File: src/rtl/ioctl_pkg.sv
// Shared types and widths for the ioctl download sequencer.
package ioctl_pkg;

  localparam int IOCTL_ADDR_W = 25;
  localparam int BYTE_W       = 8;
  localparam int INDEX_W      = 8;

  typedef enum logic [1:0] {
    IDLE  = 2'd0,
    LOAD  = 2'd1,
    DRAIN = 2'd2,
    HOLD  = 2'd3
  } state_t;

endpackage

File: src/rtl/dn_byte_fifo.sv
// Plain synchronous FIFO; the caller decides when push/pop are legal.
module dn_byte_fifo #(
  parameter  int DEPTH = 4,
  parameter  int WIDTH = 22,
  localparam int PTR_W = $clog2(DEPTH),
  localparam int CNT_W = PTR_W + 1
) (
  input  logic             clk_sys,
  input  logic             reset,
  input  logic             i_push,
  input  logic [WIDTH-1:0] i_wr_data,
  input  logic             i_pop,
  output logic [WIDTH-1:0] o_rd_data,
  output logic             o_full,
  output logic             o_empty,
  output logic [CNT_W-1:0] o_count
);

  logic [WIDTH-1:0] r_mem [DEPTH];
  logic [PTR_W-1:0] r_wptr;
  logic [PTR_W-1:0] r_rptr;
  logic [CNT_W-1:0] r_count;

  always_ff @(posedge clk_sys) begin
    if (i_push) r_mem[r_wptr] <= i_wr_data;
  end

  // Pointers wrap naturally because DEPTH is a power of two.
  always_ff @(posedge clk_sys) begin
    if (reset) begin
      r_wptr  <= '0;
      r_rptr  <= '0;
      r_count <= '0;
    end else begin
      if (i_push) r_wptr <= r_wptr + 1'b1;
      if (i_pop)  r_rptr <= r_rptr + 1'b1;
      r_count <= r_count + CNT_W'(i_push) - CNT_W'(i_pop);
    end
  end

  assign o_rd_data = r_mem[r_rptr];
  assign o_full    = (r_count == CNT_W'(DEPTH));
  assign o_empty   = (r_count == '0);
  assign o_count   = r_count;

endmodule

File: src/rtl/ioctl_dn_sequencer.sv
// Buffers MiSTer ioctl download bytes into the core's write port and owns
// the core reset (held during download, stretched after the last write).
//
//   state | meaning
//   IDLE  | core running, sys_reset low
//   LOAD  | download window open, bytes accepted and drained
//   DRAIN | window closed, emptying the FIFO
//   HOLD  | FIFO empty, counting down the reset stretch
module ioctl_dn_sequencer
  import ioctl_pkg::*;
#(
  parameter int FIFO_DEPTH = 4,
  parameter int ADDR_W     = 14,
  parameter int RESET_HOLD = 16
) (
  input  logic                    clk_sys,
  input  logic                    reset,
  input  logic                    ioctl_download,
  input  logic                    ioctl_wr,
  input  logic [IOCTL_ADDR_W-1:0] ioctl_addr,
  input  logic [BYTE_W-1:0]       ioctl_dout,
  input  logic [INDEX_W-1:0]      ioctl_index,
  output logic                    ioctl_wait,
  output logic [ADDR_W-1:0]       dn_addr,
  output logic [BYTE_W-1:0]       dn_data,
  output logic [INDEX_W-1:0]      dn_index,
  output logic                    dn_wr,
  input  logic                    dn_ready,
  output logic                    sys_reset,
  output logic                    err_drop
);

  localparam int FIFO_W = ADDR_W + BYTE_W;
  localparam int CNT_W  = $clog2(FIFO_DEPTH) + 1;
  localparam int HOLD_W = $clog2(RESET_HOLD + 1);
  localparam logic [HOLD_W-1:0] HOLD_INIT = HOLD_W'(RESET_HOLD - 1);

  state_t              r_state;
  state_t              w_state_nxt;
  logic [HOLD_W-1:0]   r_hold_cnt;
  logic                r_ioctl_wait;
  logic                r_dn_wr;
  logic [ADDR_W-1:0]   r_dn_addr;
  logic [BYTE_W-1:0]   r_dn_data;
  logic [INDEX_W-1:0]  r_dn_index;
  logic                r_sys_reset;
  logic                r_err_drop;

  logic                w_push;
  logic                w_pop;
  logic                w_drop;
  logic                w_start;
  logic                w_addr_ok;
  logic                w_full;
  logic                w_empty;
  logic [CNT_W-1:0]    w_count;
  logic [CNT_W-1:0]    w_count_nxt;
  logic [FIFO_W-1:0]   w_rd_data;

  assign w_addr_ok   = (ioctl_addr[IOCTL_ADDR_W-1:ADDR_W] == '0);
  assign w_pop       = ((r_state == LOAD) || (r_state == DRAIN)) && !w_empty && dn_ready;
  // A pop in the same cycle frees the slot, so a full FIFO can still take the byte.
  assign w_push      = (r_state == LOAD) && ioctl_wr && w_addr_ok && (!w_full || w_pop);
  assign w_drop      = (r_state == LOAD) && ioctl_wr && !w_push;
  assign w_start     = ioctl_download && (r_state != LOAD);
  assign w_count_nxt = w_count + CNT_W'(w_push) - CNT_W'(w_pop);

  dn_byte_fifo #(
    .DEPTH (FIFO_DEPTH),
    .WIDTH (FIFO_W)
  ) u_fifo (
    .clk_sys   (clk_sys),
    .reset     (reset),
    .i_push    (w_push),
    .i_wr_data ({ioctl_addr[ADDR_W-1:0], ioctl_dout}),
    .i_pop     (w_pop),
    .o_rd_data (w_rd_data),
    .o_full    (w_full),
    .o_empty   (w_empty),
    .o_count   (w_count)
  );

  // A popped entry lands directly in the dn_* registers, so an empty FIFO
  // means nothing is left to emit.
  always_comb begin
    w_state_nxt = r_state;
    case (r_state)
      IDLE:    if (ioctl_download) w_state_nxt = LOAD;
      LOAD:    if (!ioctl_download) w_state_nxt = DRAIN;
      DRAIN:   if (ioctl_download) w_state_nxt = LOAD;
               else if (w_empty) w_state_nxt = HOLD;
      HOLD:    if (ioctl_download) w_state_nxt = LOAD;
               else if (r_hold_cnt == '0) w_state_nxt = IDLE;
      default: w_state_nxt = HOLD;
    endcase
  end

  always_ff @(posedge clk_sys) begin
    if (reset) begin
      r_state      <= HOLD;
      r_hold_cnt   <= HOLD_INIT;
      r_ioctl_wait <= 1'b0;
      r_dn_wr      <= 1'b0;
      r_dn_addr    <= '0;
      r_dn_data    <= '0;
      r_dn_index   <= '0;
      r_sys_reset  <= 1'b1;
      r_err_drop   <= 1'b0;
    end else begin
      r_state      <= w_state_nxt;
      r_sys_reset  <= (w_state_nxt != IDLE);
      r_ioctl_wait <= (w_count_nxt >= CNT_W'(FIFO_DEPTH - 1));
      r_dn_wr      <= w_pop;
      if (w_pop) {r_dn_addr, r_dn_data} <= w_rd_data;
      if ((r_state == DRAIN) && (w_state_nxt == HOLD)) r_hold_cnt <= HOLD_INIT;
      else if ((r_state == HOLD) && (r_hold_cnt != '0)) r_hold_cnt <= r_hold_cnt - 1'b1;
      if (w_start) begin
        r_dn_index <= ioctl_index;
        r_err_drop <= 1'b0;
      end else if (w_drop) begin
        r_err_drop <= 1'b1;
      end
    end
  end

  assign ioctl_wait = r_ioctl_wait;
  assign dn_wr      = r_dn_wr;
  assign dn_addr    = r_dn_addr;
  assign dn_data    = r_dn_data;
  assign dn_index   = r_dn_index;
  assign sys_reset  = r_sys_reset;
  assign err_drop   = r_err_drop;

endmodule

File: config.mk
export PLATFORM = sky130hd
export DESIGN_NAME = ioctl_dn_sequencer
export DESIGN_NICKNAME = d
export VERILOG_FILES = /design/src/rtl/ioctl_pkg.sv /design/src/rtl/dn_byte_fifo.sv /design/src/rtl/ioctl_dn_sequencer.sv
export SDC_FILE = /design/constraint.sdc
export NUM_CORES = 1
export LEC_CHECK = 0
export CORE_ASPECT_RATIO = 0.7
export CORE_MARGIN = 2
export CORE_UTILIZATION = 55
export DETAILED_ROUTE_END_ITERATION = 12
export PLACE_DENSITY_LB_ADDON = 0.3
export SKIP_LAST_GASP = 1
export SLEW_MARGIN = 20
export SYNTH_ARGS = -nofsm -noshare
export SYNTH_HDL_FRONTEND = slang
export SYNTH_HIERARCHICAL = 1
export SYNTH_SLANG_ARGS = --single-unit
File: constraint.sdc
create_clock -name clk_sys -period 4.1 [get_ports clk_sys]
set_clock_uncertainty 0.2 [all_clocks]
set_input_delay 0.82 -clock clk_sys [delete_from_list [all_inputs] [get_ports clk_sys]]
set_output_delay 0.82 -clock clk_sys [all_outputs]
set_load 0.1 [all_outputs]
=== Yosys cells after proc, flatten, opt, wreduce, memory -nomap -nowiden ===
Memory sizes are Yosys's and may differ from the RTL's. A register that Yosys moved wholly into a read port is not among the register bits.
Index checks and enable logic that the tools add are counted.
W data, S select, Z words.

* Input bits: 46
* Register bits after elaboration: 26
* Memories: 1
* RAM bits: 88
* Logic and storage cells: 54

{| class="wikitable"
|+ Memories
! name !! words !! bits a word !! read ports !! clocked after Yosys merged registers in !! wr ports !! RTL line !! text
|-
| u_fifo.r_mem || 4 || 22 || 1 || 1 || 1 || dn_byte_fifo.sv:19 || <nowiki>logic [WIDTH-1:0] r_mem [DEPTH];</nowiki>
|}

* Multiplexer cells: 9
* Reduce and logical (&&, ||, !) cells: 22
* Order comparisons: 1
* Add/subtract/negate cells: 5
* Eq/ne operators: 6

{| class="wikitable"
|+ Operators by type and width
! cell !! number
|-
| $mux W2 || 6
|-
| $logic_not A11 Y1 || 1
|-
| $logic_and A1 B1 Y1 || 9
|-
| $pmux W2 S4 || 1
|-
| $eq A2 B2 Y1 const B || 3
|-
| $logic_not A5 Y1 || 1
|-
| $reduce_bool A5 Y1 || 1
|-
| $sub A5 B1 Y5 const B || 1
|-
| $add A2 B1 Y2 const B || 2
|-
| $reduce_or A2 Y1 || 2
|-
| $add A3 B1 Y3 || 1
|-
| $eq A3 B3 Y1 const B || 1
|-
| $ge A3 B2 Y1 const B || 1
|-
| $logic_not A1 Y1 || 3
|-
| $logic_not A3 Y1 || 1
|-
| $sub A3 B1 Y3 || 1
|-
| $eq A2 B1 Y1 const B || 1
|-
| $logic_not A2 Y1 || 1
|-
| $logic_or A1 B1 Y1 || 2
|-
| $mux W1 || 2
|-
| $ne A2 B1 Y1 const B || 1
|-
| $reduce_bool A2 Y1 || 1
|}

=== Longest topological paths before layout ===
* Depth in word-level cells: 9
* Gate-level depth with buffers: 11
* Mapped depth without buffers: 10

=== Hierarchy ===
Netlist, hierarchy kept.

{| class="wikitable"
|+ By module, submodules not included
! module !! times used !! area each (um^2) !! cells each !! sequential area each (um^2)
|-
| dn_byte_fifo || 1 || 3617.2 || 156 || 2822.7
|-
| ioctl_dn_sequencer || 1 || 1773.0 || 217 || 820.8
|}

=== Worst setup path after synthesis ===
Ideal clock, no wire load.

* Path type: input port to flip-flop
* Start point: in dn_ready
* End point: reg r_ioctl_wait, in the netlist ioctl_wait
* Arrival: 2.462 ns
* Setup slack: 1.305 ns
* Buffers on the path: 1
* Cell stages on the path: 9
* Setup time: 0.132 ns
* Path through: nand3b_1 -> inv_2 -> clkbuf_1 -> ha_1 -> inv_1 -> ha_1 -> fa_1 -> nand2_1 -> a21oi_1

* Cells in the longest elaborated chain, start to end: 6

{| class="wikitable"
|+ Ends and longest elaborated chain
! what !! RTL line !! text
|-
| start: declaration || ioctl_dn_sequencer.sv:28 || <nowiki>input logic dn_ready,</nowiki>
|-
| $logic_and A1 B1 Y1 (*) || ioctl_dn_sequencer.sv:61 || <nowiki>assign w_pop = ((r_state == LOAD) || (r_state == DRAIN)) && !w_empty && dn_ready;</nowiki>
|-
| via w_pop || ioctl_dn_sequencer.sv:50 || <nowiki>logic w_pop;</nowiki>
|-
| $logic_or A1 B1 Y1 || ioctl_dn_sequencer.sv:63 || <nowiki>assign w_push = (r_state == LOAD) && ioctl_wr && w_addr_ok && (!w_full || w_pop);</nowiki>
|-
| $logic_and A1 B1 Y1 || ioctl_dn_sequencer.sv:63 ||
|-
| $add A3 B1 Y3 || ioctl_dn_sequencer.sv:66 || <nowiki>assign w_count_nxt = w_count + CNT_W'(w_push) - CNT_W'(w_pop);</nowiki>
|-
| $sub A3 B1 Y3 (*) || ioctl_dn_sequencer.sv:66 ||
|-
| $ge A3 B2 Y1 (*) || ioctl_dn_sequencer.sv:112 || <nowiki>r_ioctl_wait <= (w_count_nxt >= CNT_W'(FIFO_DEPTH - 1));</nowiki>
|-
| end signal: assignment || ioctl_dn_sequencer.sv:112 ||
|-
| end: declaration || ioctl_dn_sequencer.sv:41 || <nowiki>logic r_ioctl_wait;</nowiki>
|}

Mark *: on every way through the listed nets, which the timed path passes. The rest lies on a longest branch.
A chain may end at the register's enable or synchronous reset.

=== Final worst setup path ===
* Start point: in dn_ready
* End point: reg u_fifo.r_count[1], in the netlist u_fifo/o_count[1]

* Cells in the longest elaborated chain, start to end: 5

{| class="wikitable"
|+ Ends and longest elaborated chain
! what !! RTL line !! text
|-
| $logic_and A1 B1 Y1 || ioctl_dn_sequencer.sv:61 ||
|-
| $logic_or A1 B1 Y1 || ioctl_dn_sequencer.sv:63 ||
|-
| $logic_and A1 B1 Y1 || ioctl_dn_sequencer.sv:63 ||
|-
| via w_push || ioctl_dn_sequencer.sv:49 || <nowiki>logic w_push;</nowiki>
|-
| $add A3 B1 Y3 || dn_byte_fifo.sv:37 || <nowiki>r_count <= r_count + CNT_W'(i_push) - CNT_W'(i_pop);</nowiki>
|-
| $sub A3 B1 Y3 || dn_byte_fifo.sv:37 ||
|-
| end signal: assignment || dn_byte_fifo.sv:37 ||
|-
| end: declaration || dn_byte_fifo.sv:22 || <nowiki>logic [CNT_W-1:0] r_count;</nowiki>
|}

The timed path passes the listed nets, and every way through them passes these cells.

==> impl_metrics.env <==
export IMPL_status="complete, no violations"
export IMPL_setup_tns_ns=0
export IMPL_slowest_stage="nor2_1"
export IMPL_areaGrowthSynthToFinish_pct=27.9
export IMPL_hpwl_mm=6.73
export IMPL_synth_edff_count=88
export IMPL_core_sq_um=9610
export IMPL_netlist_area_sq_um=5390
export IMPL_setup_viol=0
export IMPL_first_pass_iters=5
export IMPL_wire_per_inst_um=17.6
export IMPL_fill_cells=651
export IMPL_yosysTopAreaCellShare_pct=49.0
export IMPL_synth_top_cell_by_area="edfxtp_1"
export IMPL_ys_types=44
export IMPL_cp_start_kind="input pin"
export IMPL_synth_nets=435
export IMPL_path_clk_slew_ns=0.06
export IMPL_cts_hold_buf=0
export IMPL_min_period_ns=3.01
export IMPL_drc=0
export IMPL_cts_buffer_depth=2
export IMPL_finalHoldViolations=0
export IMPL_slowest_delay_ns=0.50
export IMPL_die_width_um=122
export IMPL_overflow=0
export IMPL_cap_violations=0
export IMPL_end_kind="flip-flop"
export IMPL_synthTopCellsByArea="edfxtp_1 49%, dfxtp_1 19%, mux4_2 8.4%"
export IMPL_finalWirelength_mm=10.6
export IMPL_hold_class="flip-flop to flip-flop"
export IMPL_fin_nets=527
export IMPL_timing_fmax_mhz=332
export IMPL_pre_cts_slack_ns=0.748
export IMPL_final_util_pct=71.8
export IMPL_drive_above_1_share_pct=13.8
export IMPL_grt_max_degree=46
export IMPL_synth_top_flop_cell="edfxtp_1"
export IMPL_io_buffers=79
export IMPL_clock_sinks=138
export IMPL_maxSlewViolCount=0
export IMPL_relSlewSlack_pct=32.8
export IMPL_worst_slew_pin_transition_ns=1.00
export IMPL_path_cells="clkdlybuf4s50_1, nand3b_1, buf_4, and2_1, nor2_1, ha_1, fa_1, nor2b_1"
export IMPL_worstPathRequired_ns=4.16
export IMPL_num_rows=30
export IMPL_worstSetupPathType="input pin to flip-flop"
export IMPL_finalCritPeriodShare_pct=73.5
export IMPL_power_density_nw_per_um2=576
export IMPL_ys_ff_latch=138
export IMPL_synth_seq_area_share_pct=67.6
export IMPL_cts_root_buf="clkbuf_16"
export IMPL_track_usage_pct=21.3
export IMPL_critPathMaxFanout=13
export IMPL_synthMostInstantiatedCell="edfxtp_1"
export IMPL_syn_inst=373
export IMPL_grt_setup_unrepaired="false"
export IMPL_yosysWarnings=6
export IMPL_leakage_uw=0.00237
export IMPL_tritoncts="done"
export IMPL_ir_drop_mv=0.320
export IMPL_arrival_ns=3.08
export IMPL_grt_pass1_vias=3307
export IMPL_h_tree_depth=4
export IMPL_synth_common_cells="88 x edfxtp_1, 66 x nand2_1, 50 x dfxtp_1"
export IMPL_dieArea_sq_um=10600
export IMPL_fin_ws_ns=1.09
export IMPL_worstSkewPairLatency_ns=0.41
export IMPL_cts_resized=0
export IMPL_cts_setup_buffers=0
export IMPL_die_h_um=86.8
export IMPL_num_vias=3287
export IMPL_vias_per_cell=5.42
export IMPL_antenna_found_initial=0
export IMPL_postSynthAreaPerCell_sq_um=14.5
export IMPL_io_pins=80
export IMPL_synthArstFlopShare_pct=0
export IMPL_gp_congestion=0.726
export IMPL_grt_pass1_wl_mm=16.6
export IMPL_drtIter0Drc=233
export IMPL_start_util_pct=56.1
export IMPL_antenna_cells=0
export IMPL_cts_made_buffers=17
export IMPL_ant_nets=0
[registers in the layout, summed over array words and instances (netlist names), named ones only]
register / flops
ioctl_wait: 1
err_drop: 1
u_fifo/r_wptr: 2
u_fifo/r_rptr: 2
dn_wr: 1
r_hold_cnt: 5
r_state: 2
dn_index: 8
sys_reset: 1
dn_addr: 14
u_fifo/o_count: 3
dn_data: 8
u_fifo/r_mem: 88
[through the flow]
stage                     instances  total power, uW  instance area (sq um)  hold slack, ns
after global placement          574             2550                   6330           0.242
final                           606             3980                   6900           0.252
after floorplan                 373             2340                   5390           0.267
after detailed placement        574             2570                   6330           0.247
after CTS                       606             4010                   6900           0.255
after global routing            606             4140                   6900           0.266
[layout by cell type, fill, tap and decap left out, types with 2 or more instances in the layout]
master / netlist / layout
a211o_1: 2 / 2
a211oi_1: 2 / 2
a21oi_1: 34 / 34
and2_1: 6 / 6
and3_1: 2 / 2
buf_4: 0 / 8
clkbuf_1: 9 / 2
clkbuf_16: 0 / 18
clkdlybuf4s50_1: 0 / 78
clkinv_2: 0 / 2
clkinv_4: 0 / 4
dfxtp_1: 50 / 49
edfxtp_1: 88 / 88
fa_1: 2 / 2
ha_1: 14 / 14
inv_1: 15 / 15
inv_4: 0 / 3
inv_6: 0 / 2
mux4_1: 2 / 2
mux4_2: 20 / 20
nand2_1: 66 / 66
nand2b_1: 3 / 3
nand3_1: 2 / 2
nand3b_1: 2 / 2
nor2_1: 12 / 12
nor2b_1: 5 / 5
nor3_1: 6 / 6
nor4_1: 2 / 2
xnor2_1: 5 / 5
[cells by family after synthesis]
logic type                 count (synthesis)  synth area share (%)
DFF                                      138                  67.6
and+or+nand+nor                          114                  9.94
AOI/OAI and AO/OA                         45                  5.08
buffers and inverters                     30                  2.41
muxes                                     24                  9.73
adders and majority gates                 16                  3.99
xor gates and xnor gates                   6                  1.25
[path summary, 6_finish.rpt]
| kind | endpoint | slack (ns) | from | cells past startpoint |
|---|---|---|---|---|
| worst max-delay path | u_fifo/o_count[1]$_SDFF_PP0_ | 1.09 | dn_ready | 8 |
| worst min-delay path | err_drop$_SDFFE_PP0P_ | 0.25 | err_drop$_SDFFE_PP0P_ | 2 |
| worst max register to register | u_fifo/o_count[1]$_SDFF_PP0_ | 1.17 | r_state[0]$_SDFF_PP1_ | 9 |
| worst min register to register | err_drop$_SDFFE_PP0P_ | 0.25 | err_drop$_SDFFE_PP0P_ | 2 |
[report_power, final]
group          switching [uW]  leakage (uW)  internal [uW]
clock                     562      0.000285            876
sequential               51.8       0.00120           1550
combinational             608      0.000891            327
total                    1220       0.00237           2750
[final cells by class]
cell class                 count  area [sq um]  area share (%)
sequential                   138          3640            52.8
multi-input combinational    205          1620            23.4
timing repair buffer          87           846            12.3
clock buffer                  20           458            6.64
tap                          128           160            2.32
clock inverter                12           111            1.61
inverter                      16          60.1           0.871
[critical path, delay by kind of cell]
kind / cells / cell delay (ns)
buffers and inverters: 2 / 0.66
AND/OR/NAND/NOR: 4 / 0.90
adder cells (fa/ha/maj): 2 / 0.69
[per-layer routing]
metal / wire [um] / track usage [%]
met3: 733 / 6.12
met5: 0 / 0
met1: 4410 / 26.3
met2: 5400 / 36.4
met4: 98 / 7.31
(Power assumes the default switching activity.)
